`config.mk`:
```
export PLATFORM = sky130hd
export DESIGN_NAME = axi_apb_xfer_engine
export DESIGN_NICKNAME = d
export VERILOG_FILES = /design/src/rtl/axi_apb_xfer_engine.sv
export SDC_FILE = /design/constraint.sdc
export NUM_CORES = 1
export LEC_CHECK = 0
export ABC_CLOCK_PERIOD_IN_PS = 4850
export CAP_MARGIN = 10
export CORE_ASPECT_RATIO = 0.8
export CORE_MARGIN = 1
export CORE_UTILIZATION = 43
export DETAILED_ROUTE_END_ITERATION = 12
export PLACE_DENSITY = 0.87
export SYNTH_ARGS = -nofsm -noshare
export SYNTH_HDL_FRONTEND = slang
export SYNTH_SLANG_ARGS = --single-unit
```
`constraint.sdc`:
```
create_clock -name clk -period 4.85 [get_ports clk]
set_clock_uncertainty 0.1 [all_clocks]
set_input_delay 1.2125 -clock clk [delete_from_list [all_inputs] [get_ports clk]]
set_output_delay 1.2125 -clock clk [all_outputs]
set_load 0.005 [all_outputs]
```
`src/rtl/axi_apb_xfer_engine.sv`:
```
// axi_apb_xfer_engine: pops one AXI_to_APB queue entry (plus write data for
// writes), runs a single APB SETUP/ACCESS transfer and returns a response.
// Ports:
//   clk, rst (sync, active-high)
//   addr_*   address queue entry (valid/ready, awaddr, araddr, rw, id)
//   wdat_*   write-data queue entry (valid/ready, data, id, last)
//   p*       APB requester (psel, penable, pwrite, paddr, pwdata, pready,
//            prdata, pslverr)
//   rsp_*    response entry (valid/ready, id, rw, rdata, resp)
module axi_apb_xfer_engine #(
    parameter int ADDRESS_WIDTH  = 32,
    parameter int DATA_WIDTH     = 32,
    parameter int TIMEOUT_CYCLES = 16
) (
    input  logic                     clk,
    input  logic                     rst,
    input  logic                     addr_valid,
    output logic                     addr_ready,
    input  logic [ADDRESS_WIDTH-1:0] addr_awaddr,
    input  logic [ADDRESS_WIDTH-1:0] addr_araddr,
    input  logic                     addr_rw,
    input  logic [3:0]               addr_id,
    input  logic                     wdat_valid,
    output logic                     wdat_ready,
    input  logic [DATA_WIDTH-1:0]    wdat_data,
    input  logic [3:0]               wdat_id,
    input  logic                     wdat_last,
    output logic                     psel,
    output logic                     penable,
    output logic                     pwrite,
    output logic [ADDRESS_WIDTH-1:0] paddr,
    output logic [DATA_WIDTH-1:0]    pwdata,
    input  logic                     pready,
    input  logic [DATA_WIDTH-1:0]    prdata,
    input  logic                     pslverr,
    output logic                     rsp_valid,
    input  logic                     rsp_ready,
    output logic [3:0]               rsp_id,
    output logic                     rsp_rw,
    output logic [DATA_WIDTH-1:0]    rsp_rdata,
    output logic [1:0]               rsp_resp
);

    localparam int TW = (TIMEOUT_CYCLES > 1) ? $clog2(TIMEOUT_CYCLES + 1) : 1;
    localparam bit T_EN = (TIMEOUT_CYCLES != 0);
    // Last count value before the abort fires: the abort happens at the end
    // of the TIMEOUT_CYCLES-th stalled ACCESS cycle.
    localparam logic [TW-1:0] T_LAST =
        TW'((TIMEOUT_CYCLES == 0) ? 0 : TIMEOUT_CYCLES - 1);

    localparam logic [1:0] RESP_OKAY   = 2'b00;
    localparam logic [1:0] RESP_SLVERR = 2'b10;

    typedef enum logic [1:0] {
        IDLE   = 2'd0,
        SETUP  = 2'd1,
        ACCESS = 2'd2,
        RESP   = 2'd3
    } state_t;

    state_t        state;
    logic [TW-1:0] tcount;
    logic          bad_write;

    // Both entries pop together; a read never touches the data queue.
    assign addr_ready = (state == IDLE) & addr_valid & (~addr_rw | wdat_valid);
    assign wdat_ready = (state == IDLE) & addr_valid & addr_rw & wdat_valid;

    assign bad_write = addr_rw & ((wdat_id != addr_id) | ~wdat_last);

    always_ff @(posedge clk) begin
        if (rst) begin
            state     <= IDLE;
            tcount    <= '0;
            psel      <= 1'b0;
            penable   <= 1'b0;
            pwrite    <= 1'b0;
            paddr     <= '0;
            pwdata    <= '0;
            rsp_valid <= 1'b0;
            rsp_id    <= '0;
            rsp_rw    <= 1'b0;
            rsp_rdata <= '0;
            rsp_resp  <= RESP_OKAY;
        end else begin
            unique case (state)
                IDLE: begin
                    if (addr_ready) begin
                        pwrite    <= addr_rw;
                        paddr     <= addr_rw ? addr_awaddr : addr_araddr;
                        pwdata    <= addr_rw ? wdat_data : '0;
                        rsp_id    <= addr_id;
                        rsp_rw    <= addr_rw;
                        rsp_rdata <= '0;
                        if (bad_write) begin
                            // Mismatched or non-final beat: fail without
                            // touching the bus.
                            rsp_resp  <= RESP_SLVERR;
                            rsp_valid <= 1'b1;
                            state     <= RESP;
                        end else begin
                            rsp_resp <= RESP_OKAY;
                            psel     <= 1'b1;
                            state    <= SETUP;
                        end
                    end
                end
                SETUP: begin
                    penable <= 1'b1;
                    state   <= ACCESS;
                end
                ACCESS: begin
                    if (pready) begin
                        psel      <= 1'b0;
                        penable   <= 1'b0;
                        rsp_valid <= 1'b1;
                        rsp_resp  <= pslverr ? RESP_SLVERR : RESP_OKAY;
                        rsp_rdata <= (pwrite | pslverr) ? '0 : prdata;
                        tcount    <= '0;
                        state     <= RESP;
                    end else if (T_EN && tcount == T_LAST) begin
                        psel      <= 1'b0;
                        penable   <= 1'b0;
                        rsp_valid <= 1'b1;
                        rsp_resp  <= RESP_SLVERR;
                        rsp_rdata <= '0;
                        tcount    <= '0;
                        state     <= RESP;
                    end else if (T_EN) begin
                        tcount <= tcount + 1'b1;
                    end
                end
                RESP: begin
                    if (rsp_ready) begin
                        rsp_valid <= 1'b0;
                        state     <= IDLE;
                    end
                end
                default: state <= IDLE;
            endcase
        end
    end

endmodule

```
==> run metrics, run 1 <==
DR pass1 iterations=4; core area=10900 µm²; die area=around 12000 µm²; Mapped Cells=500; IO Pins=254; crit path buf inv count=3; critical path launch point type=primary input; #FFs+latches synth=approximately 110; min cycle time layout=just under 4 ns; CTS-repair resized insts=0; die width=120 µm; CP max stage cell=clkdlybuf4s50_1; Synth Area per Inst=about 9.6 µm²; max cap viols=0; TritonCTS Buffers=9; Wirelength per Cell=~15 µm; vias after detailed routing=about 4500; # clock sinks=between 100 and 150; Setup Buffers After CTS=0; clock root cell=clkbuf_16; Overflow after GRT=0; initial antenna violation count=0; Max stage delay on crit path=0.52 ns; final hold violation count=0; Final Non-Filler Cells=roughly 900; TNS Setup=0 ns; Synth Warn #=0; sequential power share=0.383; Net count, final=slightly below 900; status=finished, final reports clean; RSZ-0062 raised after global routing=false; clock-pin slew on the worst setup and hold paths=around 0.07 ns; Max rail drop VDD=about 0.22 mV; pwr dens=374 nW/µm²; most frequent cells in the layout=clkdlybuf4s50_1, dfxtp_1, nor2_1; Vias/cell=approximately 5.1; worst-path maximum fanout=2; final setup vio count=0; Arr. time, crit path=between 2 and 3 ns; Area growth, synth to finish=59.1%; Post-DRT Antenna Nets=0; Async SR Flop Fraction=0; CTS Buffer Depth=2; Comb pwr share=0.332; critical path's top delay family=buffers and inverters; leakage power of the design=around 2.7 nW; final worst path period share=0.793; most common cell after layout, fill and taps aside=clkdlybuf4s50_1; Hold Crit Class=reg -> reg; Starting DRT DRC Count=214; Max Fclk=around 0.26 GHz; site row count=34; number of H-tree levels=3; HPWL after DPL=9890 µm; cts hold-fix bufs=0; Inserted Diodes=0; crit path capture type=output port; Int Pwr=between 0.0015 and 0.002 W; Fill cells=822; sequential area share after synthesis=0.466; worst slew pin tran=0.954 ns; Setup WS post-layout=about 1.0 ns; port buffer count=252; Rel. slew slack=0.364; Req. time, crit path=3.54 ns; DIE HEIGHT=a little under 100 µm; mapped cell area=approximately 4800 µm²; dpl cells=859; Clk pwr share=0.285; Slew Viols, Final=0; # DRC=0; largest net degree at the start of global routing=89; number of synthesized flops with an enable pin=0; Setup CP Type=in -> out; gpl congestion=approximately 0.78; Tot GR Track Use=0.233; switching share of power=0.309; global-route wire length before repair=roughly 22000 µm; Most used DFF post-synth=dfxtp_1; vias in the first global route=~4500; overall power=between 0.002 and 0.003 W; worst-path cell chain=clkdlybuf4s50_1, nand2b_1, nand3_1, inv_2, clkdlybuf4s50_1; Sw Pwr=0.000886 W; share of layout cells above drive strength 1=0.129; syn_nets=roughly 650; Initial Utilization=0.442; clock latency on the worst-skew pair=approximately 0.34 ns; Placement Setup Slack=roughly 1 ns; CTS tree=built; WL final=~13000 µm; Unique masters post-synth=43; Most common cell on crit path=clkdlybuf4s50_1
state kept, by name (all words and copies together) (netlist names), 2 cells and up:
signal	count
rsp_rdata	32
rsp_id	4
tcount	5
state	2
paddr	32
pwdata	32
cell usage after synthesis, drive strengths merged (2+ instances only):
master  count  area share
nand3b      2      0.0031
nor2b       5      0.0065
clkbuf     14       0.011
nand3      36       0.069
nor2       76       0.059
mux2i      32       0.067
a311oi      2      0.0049
a211oi     33       0.051
a21oi      43       0.067
xor2        3      0.0055
ha          6       0.016
nand2b      3      0.0039
o21ai       5      0.0083
dfxtp     112        0.47
inv         7      0.0055
buf        30       0.040
mux2        3      0.0078
nand2      44       0.034
a22oi      32       0.050
worst reg2reg max path, cell delays in order, from the launching register on:
cell	delay (ns)
dfxtp_1	0.36
inv_1	0.13
ha_1	0.27
nand3_1	0.15
inv_2	0.08
buf_4	0.54
o21a_4	0.60
nor2_1	0.11
a311oi_2	0.25
through the flow:
step           hold WS, ns  cell area [µm²]   util
3_5_place_dp         0.350             7320  0.672
2_1_floorplan        0.348             4810      -
4_1_cts              0.362             7660  0.703
5_1_grt              0.378             7660  0.703
6_report             0.362             7660  0.703
3_3_place_gp         0.338             7320  0.672
layout make-up:
class                      instances  area (µm²)  share of cell area
clock buffer                      10         239              0.0312
multi-input combinational        337        2300               0.301
timing repair buffer             259        2570               0.335
sequential                       112        2240               0.293
tap                              144         180              0.0235
clock inverter                     6         100              0.0131
inverter                           7        26.3             0.00343
worst paths after layout:
kind	start	end	slack [ns]	cells after the start
max	wdat_valid	addr_ready	1.01	5
min	rsp_rdata[27]	rsp_rdata[27]	0.36	2
max reg2reg	state[0]	rsp_resp[1]	2.17	8
min reg2reg	rsp_rdata[27]	rsp_rdata[27]	0.36	2
cell families (layout without fill, tap and decap cells):
kind of cell | count (synthesis) | count (layout) | synth area share
and+or+nand+nor | 172 | 172 | 0.188
xor gates and xnor gates | 4 | 4 | 0.00728
AOI/OAI and AO/OA | 119 | 119 | 0.192
DFF | 112 | 112 | 0.466
muxes | 35 | 35 | 0.0743
adders and majority gates | 6 | 6 | 0.0156
other | 1 | 1 | 0.000779
buffers and inverters | 51 | 282 | 0.0561
power by group through the flow:
stage	sequential, W	combinational [W]	clock, W
2_1_floorplan	0.00112	0.000556	0
3_3_place_gp	0.00111	0.000922	0
3_5_place_dp	0.00111	0.000956	0
4_1_cts	0.00109	0.000960	0.000837
5_1_grt	0.00111	0.00104	0.000870
6_report	0.00110	0.000950	0.000817
layer usage:
| metal | vias up | part of all wire | GRT usage |
|---|---|---|---|
| li1 | 2195 | - | - |
| met1 | 2100 | 0.41 | 0.267 |
| met2 | 165 | 0.50 | 0.414 |
| met3 | 19 | 0.086 | 0.0796 |
| met4 | 0 | 0.012 | 0.0570 |
| met5 | - | 0 | 0 |
Note: power is estimated with default switching activity, not from simulation.
==> run 2: changes to the inputs <==
- ABC_CLOCK_PERIOD_IN_PS: 4850 -> 3710
- CORE_UTILIZATION: 43 -> 40
- PLACE_DENSITY: 0.87 -> 0.81
- clock period: 4.85 -> 3.71 ns (I/O delays scaled with it)
==> run 2 against run 1 <==
Net effect: via count fell by 1.1%; routed wire length up 2.6%; sequential cell count is the same; clock-buffer cell count down 1; critical path type unchanged; clock power up 12%; largest cell class unchanged; hold slack worse by 0.0036 ns; critical path depth unchanged; non-clock buffer count up 1.
==> run metrics, run 2 (synthesis gave the netlist of run 1 again) <==
Vias/cell=5.03 (was 5.12); Rel. slew slack=0.443 (was 0.364); # DRC=0 (unchanged); Int Pwr=0.00243 W (was 0.00198 W); clock root cell=clkbuf_16 (unchanged); TNS Setup=0 ns (unchanged); Wirelength per Cell=15.7 µm (was 15.4 µm); worst-path maximum fanout=2 (unchanged); DR pass1 iterations=4 (unchanged); initial antenna violation count=0 (unchanged); CTS Buffer Depth=2 (unchanged); gpl congestion=0.759 (was 0.782); RR Startpoint=state[0] (unchanged); die area=12500 µm² (was 11600 µm²); share of layout cells above drive strength 1=0.130 (was 0.129); Slew Viols, Final=0 (unchanged); WP depth=5 (unchanged); met1 Track Usage GR=0.248 (was 0.267); Initial Utilization=0.415 (was 0.442); global-route wire length before repair=21900 µm (about the same); final setup vio count=0 (unchanged); crit path capture type=output port (unchanged); R2R depth=8 (unchanged); sequential power share=0.399 (was 0.383); most frequent cells in the layout=clkdlybuf4s50_1, dfxtp_1, nor2_1 (unchanged); Setup Buffers After CTS=0 (unchanged); Hold EP=rsp_rdata[14] (was rsp_rdata[27]); clock latency on the worst-skew pair=0.34 ns (about the same); Inserted Diodes=0 (unchanged); IO Pins=254 (unchanged); Post-DRT Antenna Nets=0 (unchanged); die width=125 µm (was 120 µm); RSZ-0062 raised after global routing=false (unchanged); CTS tree=built (unchanged); pwr dens=471 nW/µm² (was 374 nW/µm²); Hold Crit Class=reg -> reg (unchanged); Max stage delay on crit path=0.53 ns (was 0.52 ns); port buffer count=252 (unchanged); HPWL after DPL=10200 µm (was 9890 µm); max cap viols=0 (unchanged); Overflow after GRT=0 (unchanged); Clk pwr share=0.254 (was 0.285); most common cell after layout, fill and taps aside=clkdlybuf4s50_1 (unchanged); Arr. time, crit path=2.23 ns (was 2.53 ns); min cycle time layout=3.26 ns; critical path launch point type=primary input (unchanged); WL final=13800 µm (was 13400 µm); vias in the first global route=4412 (was 4534); worst slew pin tran=0.835 ns (was 0.954 ns); WHS Path Cells=2 (unchanged); layer with the highest usage=met2 (unchanged); Comb pwr share=0.347 (was 0.332); cts hold-fix bufs=0 (unchanged); number of H-tree levels=3 (unchanged); Area growth, synth to finish=58.1% (was 59.1%); met3 Use GR=0.0826 (was 0.0796); core area=11600 µm² (was 10900 µm²); Net count, final=878 (was 877); Setup CP Type=in -> out (unchanged); crit path buf inv count=3 (unchanged); Req. time, crit path=2.68 ns (was 3.54 ns); largest net degree at the start of global routing=76 (was 89); leakage power of the design=2.69 nW (was 2.71 nW); switching share of power=0.324 (was 0.309); worst-path cell chain=clkdlybuf4s50_1, nand2b_1, nand3_1, inv_2, clkdlybuf4s50_1 (unchanged); critical register-to-register path endpoint=rsp_resp[1] (unchanged); final hold violation count=0 (unchanged); Max Fclk=0.307 GHz; Final Non-Filler Cells=880 (was 875); vias after detailed routing=4430 (was 4479); met2 Track Usage GR=0.381 (was 0.414); biggest regs=paddr x32, pwdata x32, rsp_rdata x32 (unchanged); TritonCTS Buffers=9 (unchanged); final worst path period share=0.877; Sw Pwr=0.00116 W (was 0.000886 W); CTS-repair resized insts=0 (unchanged); critical path's top delay family=buffers and inverters (unchanged); Max rail drop VDD=0.308 mV (was 0.217 mV); # clock sinks=112 (unchanged); status=finished, final reports clean (unchanged); site row count=35 (was 34); DIE HEIGHT=100 µm (was 96.6 µm); clock-pin slew on the worst setup and hold paths=0.07 ns (about the same); dpl cells=864 (was 859); CP max stage cell=clkdlybuf4s50_1 (unchanged); Starting DRT DRC Count=154 (was 214); hold path start=rsp_rdata[14] (was rsp_rdata[27]); setup slack, reg-to-reg=1.08 ns (was 2.17 ns); Tot GR Track Use=0.219 (was 0.233); Most common cell on crit path=clkdlybuf4s50_1 (unchanged)
## run 2: cell count changes in the layout (fill, tap and decap cells not counted), sizes merged
cell	before	now
bufinv	2	0
clkinv	2	4
clkbuf	10	9
clkinvlp	0	1
buf	9	10
## run 2: routing by layer
metal | routed length [µm] | part of all wire | vias up
met3 | 1130 | 0.082 | 21
met5 | 0 | 0 | -
met4 | 339 | 0.025 | 0
li1 | - | - | 2194
met2 | 6650 | 0.48 | 155
met1 | 5680 | 0.41 | 2060
## run 2: final cells by class
class	count	area, µm²
Fill cell	901	4000
Timing Repair Buffer	260	2570
Multi-Input combinational cell	337	2300
Sequential cell	112	2240
Clock buffer	9	225
Tap cell	148	185
Clock inverter	7	55.1
Inverter	7	26.3
## run 2: worst register-to-register path, delay by kind of cell, from the launching register on
kind | cells | cell delay (ns)
compound gates | 2 | 0.84
simple gates | 2 | 0.26
buf+inv | 3 | 0.73
fa+ha+maj | 1 | 0.28
flops | 1 | 0.34
## run 2: per-stage QoR
| step | instance area, µm² | worst slack (ns) | util | power [W] | hold slack (ns) |
|---|---|---|---|---|---|
| CTS | 7610 | 0.439 | 0.656 | 0.00363 | 0.360 |
| global route | 7610 | 0.414 | 0.656 | 0.00379 | 0.375 |
| global placement | 7330 | 0.353 | 0.632 | 0.00267 | 0.339 |
| finish | 7610 | 0.455 | 0.656 | 0.00359 | 0.358 |
| detailed placement | 7330 | 0.300 | 0.632 | 0.00271 | 0.349 |
| floorplan | 4810 | 1.08 | - | 0.00219 | 0.348 |
## run 2: power by group through the flow
stage                     Clock [W]  Sequential (W)  Combinational, W
final                      0.000911         0.00143           0.00124
after global routing       0.000987         0.00145           0.00136
after CTS                  0.000943         0.00143           0.00125
after detailed placement          0         0.00146           0.00125
after global placement            0         0.00145           0.00121
after floorplan                   0         0.00146          0.000727
## run 2: worst max-delay path by stage
stage	start	endpoint	slack [ns]
after floorplan	addr_rw	wdat_ready	1.08
after global placement	wdat_valid	rsp_resp[1]	0.35
after detailed placement	wdat_valid	rsp_resp[1]	0.30
after CTS	wdat_valid	addr_ready	0.44
after global routing	wdat_valid	addr_ready	0.41
final	wdat_valid	addr_ready	0.45
